## src/rtl/multicycle_control_fsm.sv

```systemverilog
// Multicycle RV32I control FSM: sequences fetch/decode/execute/memory/writeback over a shared ALU and memory port.
// Latency 3-5 cycles per instruction; stalls in FETCH, MEMREAD and MEMWRITE while mem_ready=0.
module multicycle_control_fsm (
  input  logic       clk,
  input  logic       rst_n,
  input  logic [6:0] opcode,
  input  logic       zero,
  input  logic       mem_ready,
  output logic       pc_write,
  output logic       adr_src,
  output logic       mem_write,
  output logic       ir_write,
  output logic [1:0] result_src,
  output logic [1:0] alu_src_a,
  output logic [1:0] alu_src_b,
  output logic [1:0] alu_op,
  output logic [2:0] imm_src,
  output logic       reg_write,
  output logic       illegal_instr,
  output logic [3:0] state_o
);

  typedef enum logic [3:0] {
    S_FETCH    = 4'd0,
    S_DECODE   = 4'd1,
    S_MEMADR   = 4'd2,
    S_MEMREAD  = 4'd3,
    S_MEMWB    = 4'd4,
    S_MEMWRITE = 4'd5,
    S_EXECR    = 4'd6,
    S_EXECI    = 4'd7,
    S_ALUWB    = 4'd8,
    S_BEQ      = 4'd9,
    S_JAL      = 4'd10,
    S_LUI      = 4'd11
  } state_t;

  localparam logic [6:0] OP_LW   = 7'd3;
  localparam logic [6:0] OP_SW   = 7'd35;
  localparam logic [6:0] OP_R    = 7'd51;
  localparam logic [6:0] OP_I    = 7'd19;
  localparam logic [6:0] OP_BEQ  = 7'd99;
  localparam logic [6:0] OP_JAL  = 7'd111;
  localparam logic [6:0] OP_LUI  = 7'd55;

  state_t state_q;
  state_t state_d;
  logic   pc_update;
  logic   branch;

  always_ff @(posedge clk or negedge rst_n) begin
    if (!rst_n) state_q <= S_FETCH;
    else        state_q <= state_d;
  end

  always_comb begin
    state_d       = state_q;
    adr_src       = 1'b0;
    mem_write     = 1'b0;
    ir_write      = 1'b0;
    result_src    = 2'b00;
    alu_src_a     = 2'b00;
    alu_src_b     = 2'b00;
    alu_op        = 2'b00;
    reg_write     = 1'b0;
    illegal_instr = 1'b0;
    pc_update     = 1'b0;
    branch        = 1'b0;
    case (state_q)
      S_FETCH: begin
        // PC+4 computed by the ALU is routed straight to the PC
        alu_src_b  = 2'b10;
        result_src = 2'b10;
        if (mem_ready) begin
          ir_write  = 1'b1;
          pc_update = 1'b1;
          state_d   = S_DECODE;
        end
      end
      S_DECODE: begin
        alu_src_a = 2'b01;
        alu_src_b = 2'b01;
        case (opcode)
          OP_LW, OP_SW: state_d = S_MEMADR;
          OP_R:         state_d = S_EXECR;
          OP_I:         state_d = S_EXECI;
          OP_BEQ:       state_d = S_BEQ;
          OP_JAL:       state_d = S_JAL;
          OP_LUI:       state_d = S_LUI;
          default: begin
            illegal_instr = 1'b1;
            state_d       = S_FETCH;
          end
        endcase
      end
      S_MEMADR: begin
        alu_src_a = 2'b10;
        alu_src_b = 2'b01;
        if (opcode == OP_LW)      state_d = S_MEMREAD;
        else if (opcode == OP_SW) state_d = S_MEMWRITE;
        else                      state_d = S_FETCH;
      end
      S_MEMREAD: begin
        adr_src = 1'b1;
        if (mem_ready) state_d = S_MEMWB;
      end
      S_MEMWB: begin
        result_src = 2'b01;
        reg_write  = 1'b1;
        state_d    = S_FETCH;
      end
      S_MEMWRITE: begin
        adr_src   = 1'b1;
        mem_write = 1'b1;
        if (mem_ready) state_d = S_FETCH;
      end
      S_EXECR: begin
        alu_src_a = 2'b10;
        alu_op    = 2'b10;
        state_d   = S_ALUWB;
      end
      S_EXECI: begin
        alu_src_a = 2'b10;
        alu_src_b = 2'b01;
        alu_op    = 2'b10;
        state_d   = S_ALUWB;
      end
      S_LUI: begin
        alu_src_b = 2'b01;
        alu_op    = 2'b11;
        state_d   = S_ALUWB;
      end
      S_ALUWB: begin
        reg_write = 1'b1;
        state_d   = S_FETCH;
      end
      S_JAL: begin
        // ALUOut holds the target from DECODE; ALU meanwhile forms OldPC+4 for rd
        alu_src_a = 2'b01;
        alu_src_b = 2'b10;
        pc_update = 1'b1;
        state_d   = S_ALUWB;
      end
      S_BEQ: begin
        alu_src_a = 2'b10;
        alu_op    = 2'b01;
        branch    = 1'b1;
        state_d   = S_FETCH;
      end
      default: state_d = S_FETCH;
    endcase
  end

  assign pc_write = pc_update | (branch & zero);
  assign state_o  = state_q;

  always_comb begin
    case (opcode)
      OP_SW:   imm_src = 3'b001;
      OP_BEQ:  imm_src = 3'b010;
      OP_JAL:  imm_src = 3'b011;
      OP_LUI:  imm_src = 3'b100;
      default: imm_src = 3'b000;
    endcase
  end

endmodule

```

## config.mk

```make
export PLATFORM = sky130hd
export DESIGN_NAME = multicycle_control_fsm
export DESIGN_NICKNAME = d
export VERILOG_FILES = /design/src/rtl/multicycle_control_fsm.sv
export SDC_FILE = /design/constraint.sdc
export NUM_CORES = 1
export LEC_CHECK = 0
export ABC_AREA = 1
export BUFFER_PORTS_ARGS = -buffer_cell sky130_fd_sc_hd__clkbuf_2
export CAP_MARGIN = 10
export CORE_AREA = 2 2 39 41
export DETAILED_ROUTE_END_ITERATION = 8
export DIE_AREA = 0 0 41 43
export PLACE_DENSITY = 0.81
export REMOVE_ABC_BUFFERS = 1
export SLEW_MARGIN = 20
export SYNTH_ARGS = -nofsm -noshare
export SYNTH_HDL_FRONTEND = slang
export SYNTH_SLANG_ARGS = --single-unit
export TNS_END_PERCENT = 20
```

## constraint.sdc

```tcl
create_clock -name clk -period 2.1 [get_ports clk]
set_clock_uncertainty 0.05 [all_clocks]
set_input_delay 0.105 -clock clk [delete_from_list [all_inputs] [get_ports clk]]
set_output_delay 0.105 -clock clk [all_outputs]
set_load 0.005 [all_outputs]
```

# Word-level counts from Yosys, hierarchy flattened
# Cells that the tools add are included.
[classes]
add_sub_neg = 0
mul = 0
div_mod_pow = 0
n_lt_le_gt_ge = 0
eq_ne = 21
shifts = 0
n_mux = 21
bitwise_logic = 2
n_reduce_logical = 12
[op_table]
columns = ["cell", "count"]
rows = [
  ["case mux 4 bit (6 select lines)", 2],
  ["== test 7 x 6 -> 1 bit, second input constant", 3],
  ["== test 4 x 3 -> 1 bit, second input constant", 4],
  ["== test 4 bit, second input constant", 4],
  ["== test 7 bit, second input constant", 2],
  ["2-to-1 mux 4 bit", 3],
  ["case mux 2 bit (2 select lines)", 3],
  ["case mux 3 bit (4 select lines)", 1],
  ["OR reduction 2 bit", 6],
  ["OR reduction 4 bit", 3],
  ["== test 4 x 2 -> 1 bit, second input constant", 2],
  ["2-to-1 mux 1 bit", 8],
  ["== test 7 x 2 -> 1 bit, second input constant", 1],
  ["== test 7 x 5 -> 1 bit, second input constant", 1],
  ["OR reduction 7 bit", 1],
  ["2-to-1 mux 3 bit", 2],
  ["inequality test 2 bit, second input constant", 3],
  ["case mux 2 bit (3 select lines)", 1],
  ["== test 4 x 1 -> 1 bit, second input constant", 1],
  ["zero test 4 bit", 1],
  ["AND reduction 3 bit", 1],
  ["case mux 1 bit (2 select lines)", 1],
  ["AND 1 bit", 1],
  ["bitwise OR 1 bit", 1],
]
[word_totals]
regBits = 4
latch_bits = 0
ramBits = 0
romBits = 0
input_bits = 11
output_inout_bits = 21
wordCells = 57
memories = 0

# Logic depth before layout (Yosys ltp)
[logic_depth]
ltp_word = 4
depth_mapped = 9
ltp_nobuf = 9

# Worst setup path before layout
# Ideal clock, no wire load.
[synth_path]
kind = "reg-to-reg"
from = "reg state_q[1] (netlist: state_o[1])"
to = "reg state_q[0] (netlist: state_o[0])"
setup_time_ps = 65
arrival_time_ps = 1139
required_ps = 1985
setup_slack_ps = 846
path_stages_with_launch = 8
n_path_buf = 1
period_less_slack_ps = 1254
cell_sequence = "dfrtp_1 -> buf_2 -> nor2_2 -> nand2_1 -> inv_2 -> o21ai_2 -> or2_1 -> nand2_1"
[synth_between]
elab_chain_cells = 3
elab_cells_between_ends = 15
cone_classes = "eq/ne: 11; mux: 1; reduce/logical: 3"
[synth_rtl]
columns = ["element", "line", "source"]
rows = [
  ["start: declaration", "46", "state_t state_q;"],
  ["start signal: assignment", "53", "else state_q <= state_d;"],
  ["== test 4 bit, or another cell as far along", "69", "case (state_q)"],
  ["OR reduction 4 bit (no source line) or inequality test 2 bit (tied branches)", "--", ""],
  ["case mux 4 bit (6 select lines) or AND reduction 3 bit (tied branches)", "--", ""],
]
# Several ways; a longest one is shown, not always the timed one.
# A chain may end at the register's enable or synchronous reset.

# Worst setup path after layout
[layout_path]
from = "reg state_q[3] (netlist: state_o[3])"
to = "out pc_write"
[layout_between]
elab_chain_cells = 4
elab_cells_between_ends = 7
cone_classes = "eq/ne: 2; mux: 2; bitwise: 2; reduce/logical: 1"
[layout_rtl]
columns = ["element", "line", "source"]
rows = [
  ["== test 4 bit", "69", ""],
  ["2-to-1 mux 1 bit", "69", ""],
  ["AND 1 bit", "154", "assign pc_write = pc_update | (branch & zero);"],
  ["bitwise OR 1 bit (*)", "154", ""],
  ["end: declaration", "9", "output logic pc_write,"],
]
# Every way passes the cells marked *; elsewhere a longest branch is shown, timed or not.

==> summary.md <==
| Metric | Value |
|---|---|
| Status | complete, no violations |
| Ranking of synthesized cells by area | nand2_1 26%, dfrtp_1 19%, nor2_1 11% |
| Max VDD drop | between 200 and 250 µV |
| Max Root-Sink Buffers | 2 |
| First-pass GRT wire length | roughly 2200 µm |
| RSZ-0062 raised after global routing | no |
| Core Region | between 0.001 and 0.0015 mm² |
| Clk slew on worst S/H paths | approximately 40 ps |
| Post-Syn Instances | slightly above 100 |
| Vias per cell | around 4.7 |
| Worst setup SP type | flip-flop |
| Vias in the first global route | 601 |
| Crit share post-route | 0.7521 |
| Setup crit end kind | output pin |
| Top-level I/O count | 32 |
| Met1 WL | 575 µm |
| Slowest Stage Delay on Critical Path | ~420 ps |
| CP max-delay cell | dfrtp_1 |
| GR Overflow Total | 0 |
| Residual DRC | 0 |
| Wire length per cell | ~9.2 µm |
| Post-route ant nets | 0 |
| Actual slew at the worst max-slew pin | approximately 320 ps |
| Sw power | 0.2273 mW |
| Internal power | roughly 0.28 mW |
| Unique masters post-synth | 17 |
| Fin crit period | between 1500 and 2000 ps |
| Final instance area | between 700 and 800 µm² |
| Flop and latch count out of synthesis | 4 |
| Maxcap violations | 0 |
| Starting density of the core | 0.3825 |
| Req. time, crit path | between 1500 and 2000 ps |
| Final HPWL DP | 1219 µm |
| Clock net sink count | 4 |
| Final Hold Vio Count | 0 |
| Post-synth top area share | 0.2624 |
| Static Leak | 0.4993 nW |
| Worst Path Max Fanout | 5 |
| CTS tree | built |
| Ys Warns | 0 |
| Clk_lat worst skew | around 240 ps |
| Largest net degree at the start of global routing | 11 |
| Syn Std Cell Area | between 500 and 600 µm² |
| Met2 WL | between 700 and 800 µm |
| Die area | about 0.0018 mm² |
| Layout fillers | around 150 |
| Area grow syn2layout | 38.30% |
| Number of flip-flops in the largest register | 4 |
| Iter 0 DRT Violations | 7 |
| Area of the multi-input gates | around 360 µm² |
| DR vias | just over 700 |
| Avg Synthesized Cell Area | roughly 5.1 µm² |
| Htree depth | 1 |
| Width of the die | around 41 µm |
| Sequential Power Share | 0.219 |
| Max Clk Rate | around 0.63 GHz |
| Cell taking the most area after synthesis | nand2_1 |
| Chip height | 43 µm |
| Post-Route Setup TNS | 0 ps |
| PortBufs | 31 |
| Clk root buf | clkbuf_4 |
| Nets@finish | 150 |
| Routed WL | about 1400 µm |
| Delay-heaviest family, CP | simple AND/OR/NAND/NOR gates |
| DP Area | roughly 700 µm² |
| PwrDens | roughly 690 mW/mm² |
| DRT Pass-1 Iters | 4 |
| N_diodes | 0 |
| Worst Hold Class | in2async |
| Comb power frac | 0.586 |
| Worst rel slew slack | 0.7849 |
| Max layer used | met4 |
| Seq/Total Area, Yosys | 0.1891 |
| Met3 routed WL | approximately 100 µm |
| CP cell instances | inv_1 > nor2_2 > inv_2 > nor3_1 > nand2_1 > nand3b_1 > clkbuf_2 |
| Buf/Inv on CP | 3 |
| Postcts setup bufs | 0 |
| Initial antenna violation count | 0 |
| Sw Share | 0.4494 |
| Register Area | 100.1 µm² |
| Share of post-route cells with drive strength above 1 | 0.3285 |
| WS Path Type | reg2out |
| Gpl congestion | between 0.8 and 0.9 |
| Gr usage total | 0.1819 |
| Clock share of power | 0.195 |
| Rows | 14 |
| Setup Viol. Count Final | 0 |
| Crit path DAT | ~1400 ps |
| Max Slew Vio Count | 0 |
| Clock buffer count from CTS | 3 |
[area by class of cell]
cell class | instances | share of cell area
sequential | 4 | 0.1368
clock buffer | 3 | 0.03077
tap | 16 | 0.02735
inverter | 17 | 0.08718
timing repair buffer | 32 | 0.2256
multi-input combinational | 81 | 0.4923
[cell usage in the layout, fill, tap and decap left out, types with 4 or more instances in the layout]
cell,count
nor2_1,16
dfrtp_1,4
inv_2,4
nand3_1,9
clkbuf_2,31
nand2_1,37
inv_1,13
o21ai_0,4
nor2_2,5
[worst reg2reg max path, delay by kind of cell, from the launching register on]
kind,cells,cell delay (ps)
and+or+nand+nor,5,660
DFF,1,400
AOI/OAI and AO/OA,1,70
buffers and inverters,1,80
[cell families (layout without fill, tap and decap cells)]
| logic type | count (synthesis) | after routing | share of synthesized area |
|---|---|---|---|
| AO/OA/AOI/OAI | 7 | 7 | 0.08276 |
| buffers and inverters | 18 | 52 | 0.1300 |
| flip-flops | 4 | 4 | 0.1891 |
| AND/OR/NAND/NOR | 74 | 74 | 0.5981 |
[per-stage QoR]
step / power, mW / util / hold WS [ps] / std cells / setup WS (ps)
detailed placement: 0.4076 / 0.5054 / -133.7 / 149 / 763.1
global route: 0.5583 / 0.5289 / 174.9 / 153 / 375.3
CTS: 0.5110 / 0.5289 / 151.7 / 153 / 506.1
floorplan: 0.2861 / - / -240.6 / 102 / 874.5
finish: 0.5056 / 0.5289 / 152.3 / 153 / 520.6
global placement: 0.4038 / 0.5054 / -133.4 / 149 / 788.6
[worst paths after layout]
check	cells past startpoint	slack [ps]	endpoint	from
setup / recovery	7	520	pc_write	state_o[3]
hold / removal	2	150	state_o[1]	rst_n
setup reg to reg	7	780	state_o[0]	state_o[2]
hold reg to reg	2	680	state_o[3]	state_o[1]
max in group asynchronous	2	1710	state_o[2]	rst_n
min in group clk	4	150	state_o[2]	mem_ready
[power groups by stage]
stage / Clock, mW / Combinational, mW / Sequential (mW)
floorplan: 0 / 0.175 / 0.111
global placement: 0 / 0.292 / 0.112
detailed placement: 0 / 0.296 / 0.112
CTS: 0.100 / 0.300 / 0.111
global route: 0.105 / 0.339 / 0.114
finish: 0.0985 / 0.296 / 0.111
[synth_stat cells]
cell type  count
o21ai_2        1
inv_2          4
nand3b_1       1
nor2_2         5
or2_1          1
dfrtp_1        4
nand4_1        1
nand3_1        9
nor3_1         3
nand2_1       37
buf_2          1
o211ai_1       1
o21ai_0        4
nand2_2        1
inv_1         13
o21bai_1       1
nor2_1        16
[timing repair]
action | CTS | global route
endpoints found under the hold margin | 4 | 0
gates resized for setup | 0 | 0
endpoints found under the setup margin | 0 | 0
hold buffers | 1 | 0
[layer usage]
metal  up-vias  track usage
met1       299       0.2097
met4         0       0.1200
met2        27       0.3031
met3         2     0.005236
met5         -            0
li1        391            -
No activity file was read; power rests on OpenSTA's default activity.
